`src/rtl/mod_n_counter.sv`:
```
// mod_n_counter: prescaled up/down modulo-N counter with terminal-count and sticky overflow flags.
// Define MOD_N_COUNTER_SAT_EN to saturate at the boundary instead of wrapping.
module mod_n_counter #(
  parameter int WIDTH    = 5,
  parameter int MODULUS  = 16,
  parameter int PRESCALE = 1
) (
  input  logic             clk,
  input  logic             reset,
  input  logic             en,
  input  logic             up_dn,
  input  logic             clr,
  input  logic             load,
  input  logic [WIDTH-1:0] load_val,
  output logic [WIDTH-1:0] count,
  output logic             tc,
  output logic             ovf
);
  localparam int PW = PRESCALE > 1 ? $clog2(PRESCALE) : 1;
  localparam logic [WIDTH-1:0] MAX = WIDTH'(MODULUS - 1);
  localparam logic [PW-1:0] PMAX = PW'(PRESCALE - 1);
  logic [WIDTH-1:0] count_q, count_d, step_val;
  logic [PW-1:0] pre_q, pre_d;
  logic ovf_q, ovf_d, tick, at_top, at_bot, wrap;
  always_comb begin
    // reset in tick keeps tc low while the counter is held in reset
    tick = reset & en & (pre_q == PMAX);
    at_top = count_q == MAX;
    at_bot = count_q == '0;
    wrap = up_dn ? at_top : at_bot;
    tc = tick & wrap;
`ifdef MOD_N_COUNTER_SAT_EN
    step_val = wrap ? count_q : (up_dn ? count_q + 1'b1 : count_q - 1'b1);
`else
    step_val = up_dn ? (at_top ? '0 : count_q + 1'b1) : (at_bot ? MAX : count_q - 1'b1);
`endif
    count_d = clr ? '0 : load ? (load_val > MAX ? MAX : load_val) : tick ? step_val : count_q;
    pre_d = (clr | load) ? '0 : en ? (pre_q == PMAX ? '0 : pre_q + 1'b1) : pre_q;
    ovf_d = clr ? 1'b0 : ovf_q | tc;
  end
  always_ff @(posedge clk or negedge reset)
    if (!reset) begin
      count_q <= '0;
      pre_q <= '0;
      ovf_q <= 1'b0;
    end else begin
      count_q <= count_d;
      pre_q <= pre_d;
      ovf_q <= ovf_d;
    end
  assign count = count_q;
  assign ovf = ovf_q;
endmodule

```
`config.mk`:
```
export PLATFORM = sky130hd
export DESIGN_NAME = mod_n_counter
export DESIGN_NICKNAME = d
export VERILOG_FILES = /design/src/rtl/mod_n_counter.sv
export SDC_FILE = /design/constraint.sdc
export NUM_CORES = 1
export LEC_CHECK = 0
export ABC_AREA = 1
export CELL_PAD_IN_SITES_DETAIL_PLACEMENT = 0
export CELL_PAD_IN_SITES_GLOBAL_PLACEMENT = 1
export CORE_UTILIZATION = 25
export DETAILED_ROUTE_END_ITERATION = 6
export PLACE_DENSITY_LB_ADDON = 0.1
export REMOVE_ABC_BUFFERS = 1
export SLEW_MARGIN = 20
export SYNTH_ARGS = -nofsm -noshare
export SYNTH_HDL_FRONTEND = slang
export SYNTH_SLANG_ARGS = --single-unit
export TNS_END_PERCENT = 30
```
`constraint.sdc`:
```
create_clock -name clk -period 1.25 [get_ports clk]
set_input_delay 0.25 -clock clk [delete_from_list [all_inputs] [get_ports clk]]
set_output_delay 0.25 -clock clk [all_outputs]
set_load 0.03 [all_outputs]
```
### After elaboration in Yosys (flattened, before gate mapping)

Index checks and enable logic that the tools add are counted.

| cells by class | value |
|---|---|
| add/subtract/negate cells | 3 |
| order comparisons | 1 |
| eq/ne operators | 1 |
| mux-type cells | 12 |
| bitwise operators | 6 |
| reductions and logical operators | 3 |

Operators by type and width:

| cell | number |
|---|---|
| 2-to-1 mux 5 bit | 7 |
| adder 5 x 1 -> 5 bit, second input constant | 1 |
| == test 5 x 4 -> 1 bit, second input constant | 1 |
| > comparator 5 x 4 -> 1 bit, second input constant | 1 |
| logical NOT 5 bit | 1 |
| 2-to-1 mux 1 bit | 5 |
| subtractor 5 x 1 -> 5 bit, second input constant | 1 |
| bitwise AND 1 bit | 3 |
| nonzero test 3 bit | 1 |
| bitwise OR 1 bit | 2 |
| nonzero test 2 bit | 1 |
| adder 1 bit, second input constant | 1 |
| NOT 1 bit | 1 |

| storage, ports and cells | value |
|---|---|
| flip-flop bits (word level) | 7 |
| input bits | 11 |
| output and inout port bits | 7 |
| word-level logic and storage cells | 29 |

### Longest topological paths before layout

Gate-level depths: netlist of run 1.

| logic depth | value |
|---|---|
| word-level depth | 6 |
| depth in mapped cells | 10 |
| gate-level depth less buffers | 10 |

### Worst setup path before layout of run 1

OpenSTA, ideal clock, no wires.

| timing path | value |
|---|---|
| path kind | reg-to-output |
| from | register count_q[1], in the netlist count[1] |
| to | output tc |
| arrival | 1.322 ns |
| required time | 1.000 ns |
| setup slack | -0.322 ns |
| stages on the path, launching flop included | 8 |
| buffers on the path | 0 |
| cell sequence | dfrtp_1 > ha_1 > nand3_1 > nor2_1 > nand2_1 > nand2_1 > nand2_1 > inv_2 |

| on the way | value |
|---|---|
| cells in the longest elaborated chain, start to end | 3 |
| elaborated cells on any way between the ends | 4 |
| classes of those cells | eq/ne (1); mux (1); bitwise (1); reduce/logical (1) |

Ends and longest elaborated chain:

| item | RTL line | RTL |
|---|---|---|
| start, declared | 22 | `logic [WIDTH-1:0] count_q, count_d, step_val;` |
| start signal, assigned | 47 | `count_q <= count_d;` |
| == test 5 x 4 -> 1 bit or logical NOT 5 bit (tied branches) | 28, 29 |  |
| 2-to-1 mux 1 bit * | 30 | `wrap = up_dn ? at_top : at_bot;` |
| bitwise AND 1 bit * | 31 | `tc = tick & wrap;` |
| end, declared | 16 | `output logic tc,` |

Mark *: on every way between the ends. The rest lies on a longest branch, timed or not.

### Worst setup path after layout of run 1

Same ends and word-level chain as after synthesis.

==> results.toml, run 1 <==
[route]
drtIter0Drc = 19
wl_per_cell_um = 10.05
firstDrtPassIters = 6
ant_nets = 0
vias_per_cell = 4.210
num_vias = 661
wirelength_mm = 1.578
drc = 0

[pwr]
clkPwrFrac_pct = 21.9
power_frac_seq_pct = 28.3
comb_power_share_pct = 49.7
switching_share_pct = 35.81
leakage_nw = 0.5217
power.switching_mw = 0.2919
power_mw = 0.8151
internal_power_mw = 0.5232
ir_drop_uv = 447.9
p_per_area_nw_per_um2 = 853.8

[yosys]
ys_warn_count = 0
synth_seq_cells = 6
synthDistinctLibCells = 16
syn_area_um2 = 515.5
yosysSeqAreaShare_pct = 29.13
syn_inst = 87
synthesis.area_per_instance_um2 = 5.925

[setup_path]
required_ns = 1.00
reg2reg_to = "ovf"
end_kind = "output pin"
arrival_ns = 1.42
crit_type = "flop to output pin"
reg2reg_slack_ns = -0.18
setup.worst_path.start_class = "flop"
timing.rr.start = "count[1]"
worstRegToRegCells = 11
crit_fanout = 3

[placed_design]
place_area_um2 = 843.3
port_buffers = 17
gp_congestion = 0.7926
post-place-ws_ns = -0.3399
hpwl_mm = 1.228
place_inst = 150

[clock_tree]
clkLatencyLatePin_ns = 0.24
cts_tree = "done"
root_buffer = "clkbuf_4"
cts_htree_levels = 1
cts_sinks = 6
clock_path_buffers = 2
clk_pin_slew_worst_paths_ns = 0.05
cts_made_buffers = 3

[final_layout]
drive_gt1_share_pct = 36.15
multi_input_area_um2 = 337.8
postLayoutCoreUtil_pct = 49.16
register_area_um2 = 150.1
final_cells = 157
fill_cells = 203
layout_common_cells = "nand2_1, buf_4, inv_1, nor2_1, clkdlybuf4s50_1"
layout_commonest_cell = "nand2_1"
final_area_um2 = 954.7
syn_to_final_growth_pct = 85.19
nNetsFinal = 145
insertedDiodeCount = 0

[die]
die-area_um2 = 2248
io_pins = 18
die_h_um = 47.41
coreArea_um2 = 1942
die_x_um = 47.41
row_count = 16
initial_core_util_pct = 26.55

[flow_run]
max_cap_viol_count = 0

[sta]
worst_pin_slew_ns = 0.1779
slew_violations = 0
relSlewSlack_pct = 88.01
grt_setup_unrepaired = "true"
max_freq_mhz = 597.5
setup_viol = 8
clock-skew-final_ns = 0.002281
timing.final.ws_setup_ns = -0.4235
final-hold-violation-count = 0
finalCritPeriodShare_pct = 133.9
layout_min_cycle_time_ns = 1.674

[global_route]
antenna_found_initial = 0
grt_pass1_vias = 574
grt_use_total_pct = 15.19
grt_max_degree = 7
grt_pass1_wl_mm = 2.380
globalRouteOverflowTotal = 0

[status]
status = "complete, but fails checks"
violations = "negative setup slack"

[min_path]
worstHoldPathType = "input pin to async pin"
worst max-delay path, stage by stage, from the launching register on:
cell and delay [ns]:
dfrtp_1 0.39, ha_2 0.22, nand3_2 0.09, nor2_1 0.11, nand2_1 0.07, nand2_1 0.07, nand2_1 0.06, inv_2 0.06
buf_6 0.12
logic make-up (layout without fill, tap and decap cells):
group                      after synthesis  after routing  synth area share [%]
AOI/OAI and AO/OA                        7              7                 7.525
buffers and inverters                   15             58                 12.62
and+or+nand+nor                         57             57                 45.87
DFF                                      6              6                 29.13
adders and majority gates                2              2                 4.854
worst max path at each step:
stage	depth (start not counted)	slack (ns)	start	to
floorplan	7	-0.32	count[1]	tc
global placement	7	-0.35	up_dn	tc
detailed placement	5	-0.34	load	count[2]
CTS	7	-0.41	count[1]	tc
global route	8	-0.51	count[1]	tc
finish	8	-0.42	count[1]	tc
area by class of cell:
cell class | count | share of cell area [%]
Clock buffer | 3 | 2.359
Inverter | 13 | 5.111
Multi-Input combinational cell | 66 | 35.39
Sequential cell | 6 | 15.73
Tap cell | 27 | 3.539
Timing Repair Buffer | 42 | 37.88
repair_timing:
action,CTS,global route
setup buffers,0,4
pin swaps,1,2
resized for setup,4,15
hold buffers,0,0
setup endpoints to repair,6,8
metrics by stage:
stage          setup TNS [ns]  hold WS [ns]
6_report              -0.9152        0.3138
5_1_grt                -1.550        0.3262
4_1_cts               -0.6473        0.3122
3_5_place_dp           -1.805        0.4970
3_3_place_gp           -1.749        0.4878
2_1_floorplan          -1.308      -0.04559
power by group through the flow:
| stage | registers, mW | clock network, mW | logic (mW) |
|---|---|---|---|
| 2_1_floorplan | 0.272 | 0 | 0.129 |
| 3_3_place_gp | 0.230 | 0 | 0.352 |
| 3_5_place_dp | 0.230 | 0 | 0.351 |
| 4_1_cts | 0.227 | 0.186 | 0.364 |
| 5_1_grt | 0.232 | 0.202 | 0.447 |
| 6_report | 0.231 | 0.179 | 0.405 |
sequential cells by signal, indices dropped and copies added (netlist names):
name,flops
count,5
ovf,1
cell usage after synthesis, drive strengths merged:
| cell type | count | area (um2) |
|---|---|---|
| nand2 | 33 | 123.9 |
| nor2 | 14 | 57.55 |
| inv | 13 | 48.79 |
| dfrtp | 6 | 150.1 |
| nand3 | 6 | 30.03 |
| nand4 | 3 | 18.77 |
| o21ai | 3 | 15.01 |
| a21oi | 2 | 10.01 |
| ha | 2 | 25.02 |
| buf | 1 | 11.26 |
| clkbuf | 1 | 5.000 |
| o211ai | 1 | 7.510 |
| o22ai | 1 | 6.260 |
| or2 | 1 | 6.260 |
metal layers:
metal / vias to the layer above / wire (um) / GRT usage, %
met5: - / 0 / 0
met4: 0 / 0 / 5.143
met3: 0 / 29 / 1.132
met2: 8 / 812 / 24.66
met1: 297 / 735 / 21.30
li1: 356 / - / -
(Power assumes the default switching activity.)
==> run 2: changes to the inputs <==
Settings changed: CORE_UTILIZATION 25 to 30.
Clock period 1.25 ns to 2 ns, I/O delays scaled along.
==> run 2 against run 1 <==
  * Core utilization is 1.0 points lower
  * Critical path type unchanged
  * Cell count down 20%
  * The flow now finishes without violations
  * Non-clock buffer count down 20
  * Clock-buffer cell count unchanged
  * Critical endpoint unchanged
  * Largest cell class is now multi-input gates
  * Register-to-register slack improved by 0.88 ns
  * Wire length shrank 15%
==> results.toml, run 2 (synthesis results as in run 1) <==
[route]
wirelength_mm = 1.334
drc = 0
firstDrtPassIters = 4
ant_nets = 0
vias_per_cell = 4.794
drtIter0Drc = 19
num_vias = 604
wl_per_cell_um = 10.59

[placed_design]
place_area_um2 = 701.9
hpwl_mm = 1.020
port_buffers = 17
gp_congestion = 0.8006
post-place-ws_ns = 0.1594

[sta]
slew_violations = 0
finalCritPeriodShare_pct = 94.55
worst_pin_slew_ns = 0.3075
setup_viol = 0
timing.final.ws_setup_ns = 0.1090
final-hold-violation-count = 0
relSlewSlack_pct = 79.43
clock-skew-final_ns = 0.002478
tns_ns = 0
max_freq_mhz = 528.8
grt_setup_unrepaired = "false"
layout_min_cycle_time_ns = 1.891

[pwr]
leakage_nw = 0.4044
p_per_area_nw_per_um2 = 599.5
ir_drop_uv = 293.5
power_mw = 0.4501

[setup_path]
arrival_ns = 1.49
crit_family = "simple AND/OR/NAND/NOR gates"
reg2reg_slack_ns = 0.70
worstPathCellList = "ha_1 -> nand3_1 -> nor2_1 -> nand2_1 -> nand2_1 -> nand2_1 -> inv_2 -> buf_4"
setup.worst_path.start_class = "flop"
required_ns = 1.60
crit_fanout = 5
cp_slowest_cell = "dfrtp_2"
crit_type = "flop to output pin"
end_kind = "output pin"
critPathBufInv = 2
cp_common_cell = "nand2_1"
cpPeakStageDelay_ns = 0.40

[die]
die_h_um = 43.45
io_pins = 18
initial_core_util_pct = 33.07
row_count = 14
coreArea_um2 = 1559
die-area_um2 = 1888
die_x_um = 43.45

[global_route]
grt_use_total_pct = 15.65
grt_pass1_vias = 528
grt_max_degree = 10
globalRouteOverflowTotal = 0
antenna_found_initial = 0
grt_pass1_wl_mm = 2.173

[final_layout]
nNetsFinal = 125
drive_gt1_share_pct = 14.55
layout_commonest_cell = "nand2_1"
postLayoutCoreUtil_pct = 48.15
insertedDiodeCount = 0
fill_cells = 165
syn_to_final_growth_pct = 45.63
layout_common_cells = "nand2_1, clkdlybuf4s50_1, nor2_1, inv_1"
final_area_um2 = 750.7
largest_register_ffs = 5

[clock_tree]
cts_sinks = 6
clkLatencyLatePin_ns = 0.25
root_buffer = "clkbuf_4"
cts_tree = "done"
clock_path_buffers = 2
clk_pin_slew_worst_paths_ns = 0.05
cts_htree_levels = 1
cts_made_buffers = 3

[min_path]
worstHoldPathType = "input pin to async pin"

[status]
status = "finished clean"

[flow_run]
max_cap_viol_count = 0
## run 2: metal layers
metal  GRT usage [%]  share of wire, %
met2           24.85                47
met1           20.52                48
met4           5.625                 0
met5               0                 0
met3           4.167               5.2
## run 2: area by class of cell
class                      instances  area, um2  share of cell area [%]
inverter                          13      48.80                   6.500
timing repair buffer              22      205.2                   27.33
clock buffer                       3      22.52                   3.000
sequential                         6      151.4                   20.17
multi-input combinational         66      302.8                   40.33
tap                               16      20.02                   2.667
## run 2: repair_timing
action | CTS | global route
buffers inserted | 0 | 3
endpoints found under the setup margin | 0 | 1
hold buffers | 0 | 0
gates resized for setup | 0 | 3
## run 2: report_power, final
part	total (mW)	switching, mW	internal, mW	leakage [nW]
Sequential	0.151	0.0184	0.133	0.0769
Combinational	0.182	0.0982	0.0839	0.314
Clock	0.117	0.0488	0.0682	0.0138
Total	0.450	0.165	0.285	0.404
## run 2: path summary, 6_finish.rpt
path	startpoint	end	depth (start not counted)
max	count[1]	tc	8
min	reset	ovf	2
max reg2reg	count[1]	ovf	9
min reg2reg	ovf	ovf	2
max in group asynchronous	reset	count[1]	2
min in group clk	ovf	ovf	2
## run 2: worst register-to-register path, delay by kind of cell, from the launching register on
kind,cells,cell delay (ns)
AND/OR/NAND/NOR,7,0.50
flip-flops,1,0.43
buffers and inverters,1,0.04
adder cells (fa/ha/maj),1,0.22
## run 2: through the flow
stage / hold slack (ns) / std cells
2_1_floorplan: 0.1044 / 85
3_3_place_gp: 0.4932 / 120
3_5_place_dp: 0.4947 / 120
4_1_cts: 0.4531 / 123
5_1_grt: 0.4591 / 126
6_report: 0.4505 / 126
==> run 3: changes to the inputs <==
Settings changed: SETUP_SLACK_MARGIN set to 0.1.
==> run 3 against run 2 <==
  * Clock-buffer cell count did not move
  * Total power rose by 1.1%
  * Via count rose by 2.0%
  * Maximum frequency rose by 0.92%
  * Die area did not move
  * Largest cell class unchanged
==> results.toml, run 3 (synthesis results as in run 1) <==
[die]
row_count = 14
coreArea_um2 = 1559
die_h_um = 43.45
die_x_um = 43.45
die-area_um2 = 1888
initial_core_util_pct = 33.07
io_pins = 18

[clock_tree]
clk_pin_slew_worst_paths_ns = 0.05
clock_path_buffers = 2
cts_htree_levels = 1
cts_made_buffers = 3
root_buffer = "clkbuf_4"
clkLatencyLatePin_ns = 0.25
cts_tree = "done"
cts_sinks = 6

[status]
status = "finished clean"

[global_route]
antenna_found_initial = 0
grt_use_total_pct = 16.09
grt_pass1_vias = 560
grt_max_degree = 10
globalRouteOverflowTotal = 0
grt_pass1_wl_mm = 2.242

[route]
wirelength_mm = 1.361
met2_length_um = 641
drc = 0
ant_nets = 0
wl_per_cell_um = 10.55
vias_per_cell = 4.775
wirelength_met1_um = 643
num_vias = 616
firstDrtPassIters = 4
drtIter0Drc = 15
met3_length_um = 76
top_layer_used = "met3"

[setup_path]
setup.worst_path.start_class = "flop"
timing.rr.start = "count[0]"
end_kind = "output pin"
crit_type = "flop to output pin"
arrival_ns = 1.47
required_ns = 1.60
reg2reg_slack_ns = 0.62
crit_fanout = 4
worstRegToRegCells = 9
reg2reg_to = "count[0]"

[sta]
clock-skew-final_ns = 0.002185
grt_setup_unrepaired = "true"
hold_ws_ns = 0.4512
timing.final.ws_setup_ns = 0.1261
relSlewSlack_pct = 79.02
slew_violations = 0
tns_ns = 0
final-hold-violation-count = 0
worst_pin_slew_ns = 0.3142
layout_min_cycle_time_ns = 1.874
max_freq_mhz = 533.7
finalCritPeriodShare_pct = 93.69
setup_viol = 0

[final_layout]
insertedDiodeCount = 0
syn_to_final_growth_pct = 52.67
layout_commonest_cell = "nand2_1"
layout_common_cells = "nand2_1, clkdlybuf4s50_1, nor2_1, inv_1, buf_4"
final_cells = 129
fill_cells = 163
largest_register_ffs = 5
nNetsFinal = 128
drive_gt1_share_pct = 18.58

[pwr]
power_frac_seq_pct = 33.5
p_per_area_nw_per_um2 = 578.4
clkPwrFrac_pct = 25.8
power.switching_mw = 0.1673
leakage_nw = 0.4276
switching_share_pct = 36.74
comb_power_share_pct = 40.7
ir_drop_uv = 297.2
internal_power_mw = 0.2880

[placed_design]
gp_congestion = 0.8006
hpwl_mm = 1.020
port_buffers = 17
place_inst = 120
post-place-ws_ns = 0.1594

[flow_run]
max_cap_viol_count = 0

[min_path]
worstHoldPathType = "input pin to async pin"
-- run 3: cell types whose count changed in the layout (fill, tap and decap cells not counted), sizes merged --
cell and change:
buf +3, dlymetal6s2s +1, clkdlybuf4s50 -1
-- run 3: through the flow --
step                      total power, mW  area (um2)  utilization [%]
after global placement             0.3211       701.9            45.02
final                              0.4552       787.0            50.48
after CTS                          0.4496       743.2            47.67
after floorplan                    0.2507       499.2                -
after global routing               0.4901       787.0            50.48
after detailed placement           0.3203       701.9            45.02
-- run 3: metal layers --
layer	vias up	GRT usage [%]
li1	325	-
met1	275	20.26
met2	16	25.76
met3	0	4.583
met4	0	6.875
met5	-	0
-- run 3: how the worst max path moves through the flow --
stage	from	endpoint	slack (ns)
after floorplan	count[1]	tc	0.28
after global placement	up_dn	tc	0.14
after detailed placement	up_dn	tc	0.16
after CTS	count[1]	tc	0.12
after global routing	count[0]	tc	0.02
final	count[0]	tc	0.13
-- run 3: area by class of cell --
cell class	instances	area [um2]	area share [%]
multi-input cells	66	310.3	39.43
repair buffers	25	234.0	29.73
flip-flops and latches	6	151.4	19.24
inverters	13	48.80	6.200
clock buffers	3	22.52	2.862
well taps	16	20.02	2.544
-- run 3: critical path: stages, from the launching register on --
cell	delay (ns)
dfrtp_1	0.40
ha_2	0.22
nand3_2	0.08
nor2_1	0.11
nand2_1	0.08
nand2_1	0.07
nand2_1	0.06
inv_2	0.07
buf_6	0.12
-- run 3: what timing repair did --
item	4_1_cts	5_1_grt
setup buffers	2	4
gates resized for setup	3	4
pin swaps	0	2
setup endpoints to repair	1	2
hold buffers	0	0
-- run 3: power groups by stage --
stage	combinational (mW)	sequential, mW	clock [mW]
floorplan	0.0804	0.170	0
global placement	0.167	0.154	0
detailed placement	0.166	0.154	0
CTS	0.177	0.151	0.121
global route	0.208	0.155	0.127
finish	0.185	0.153	0.117
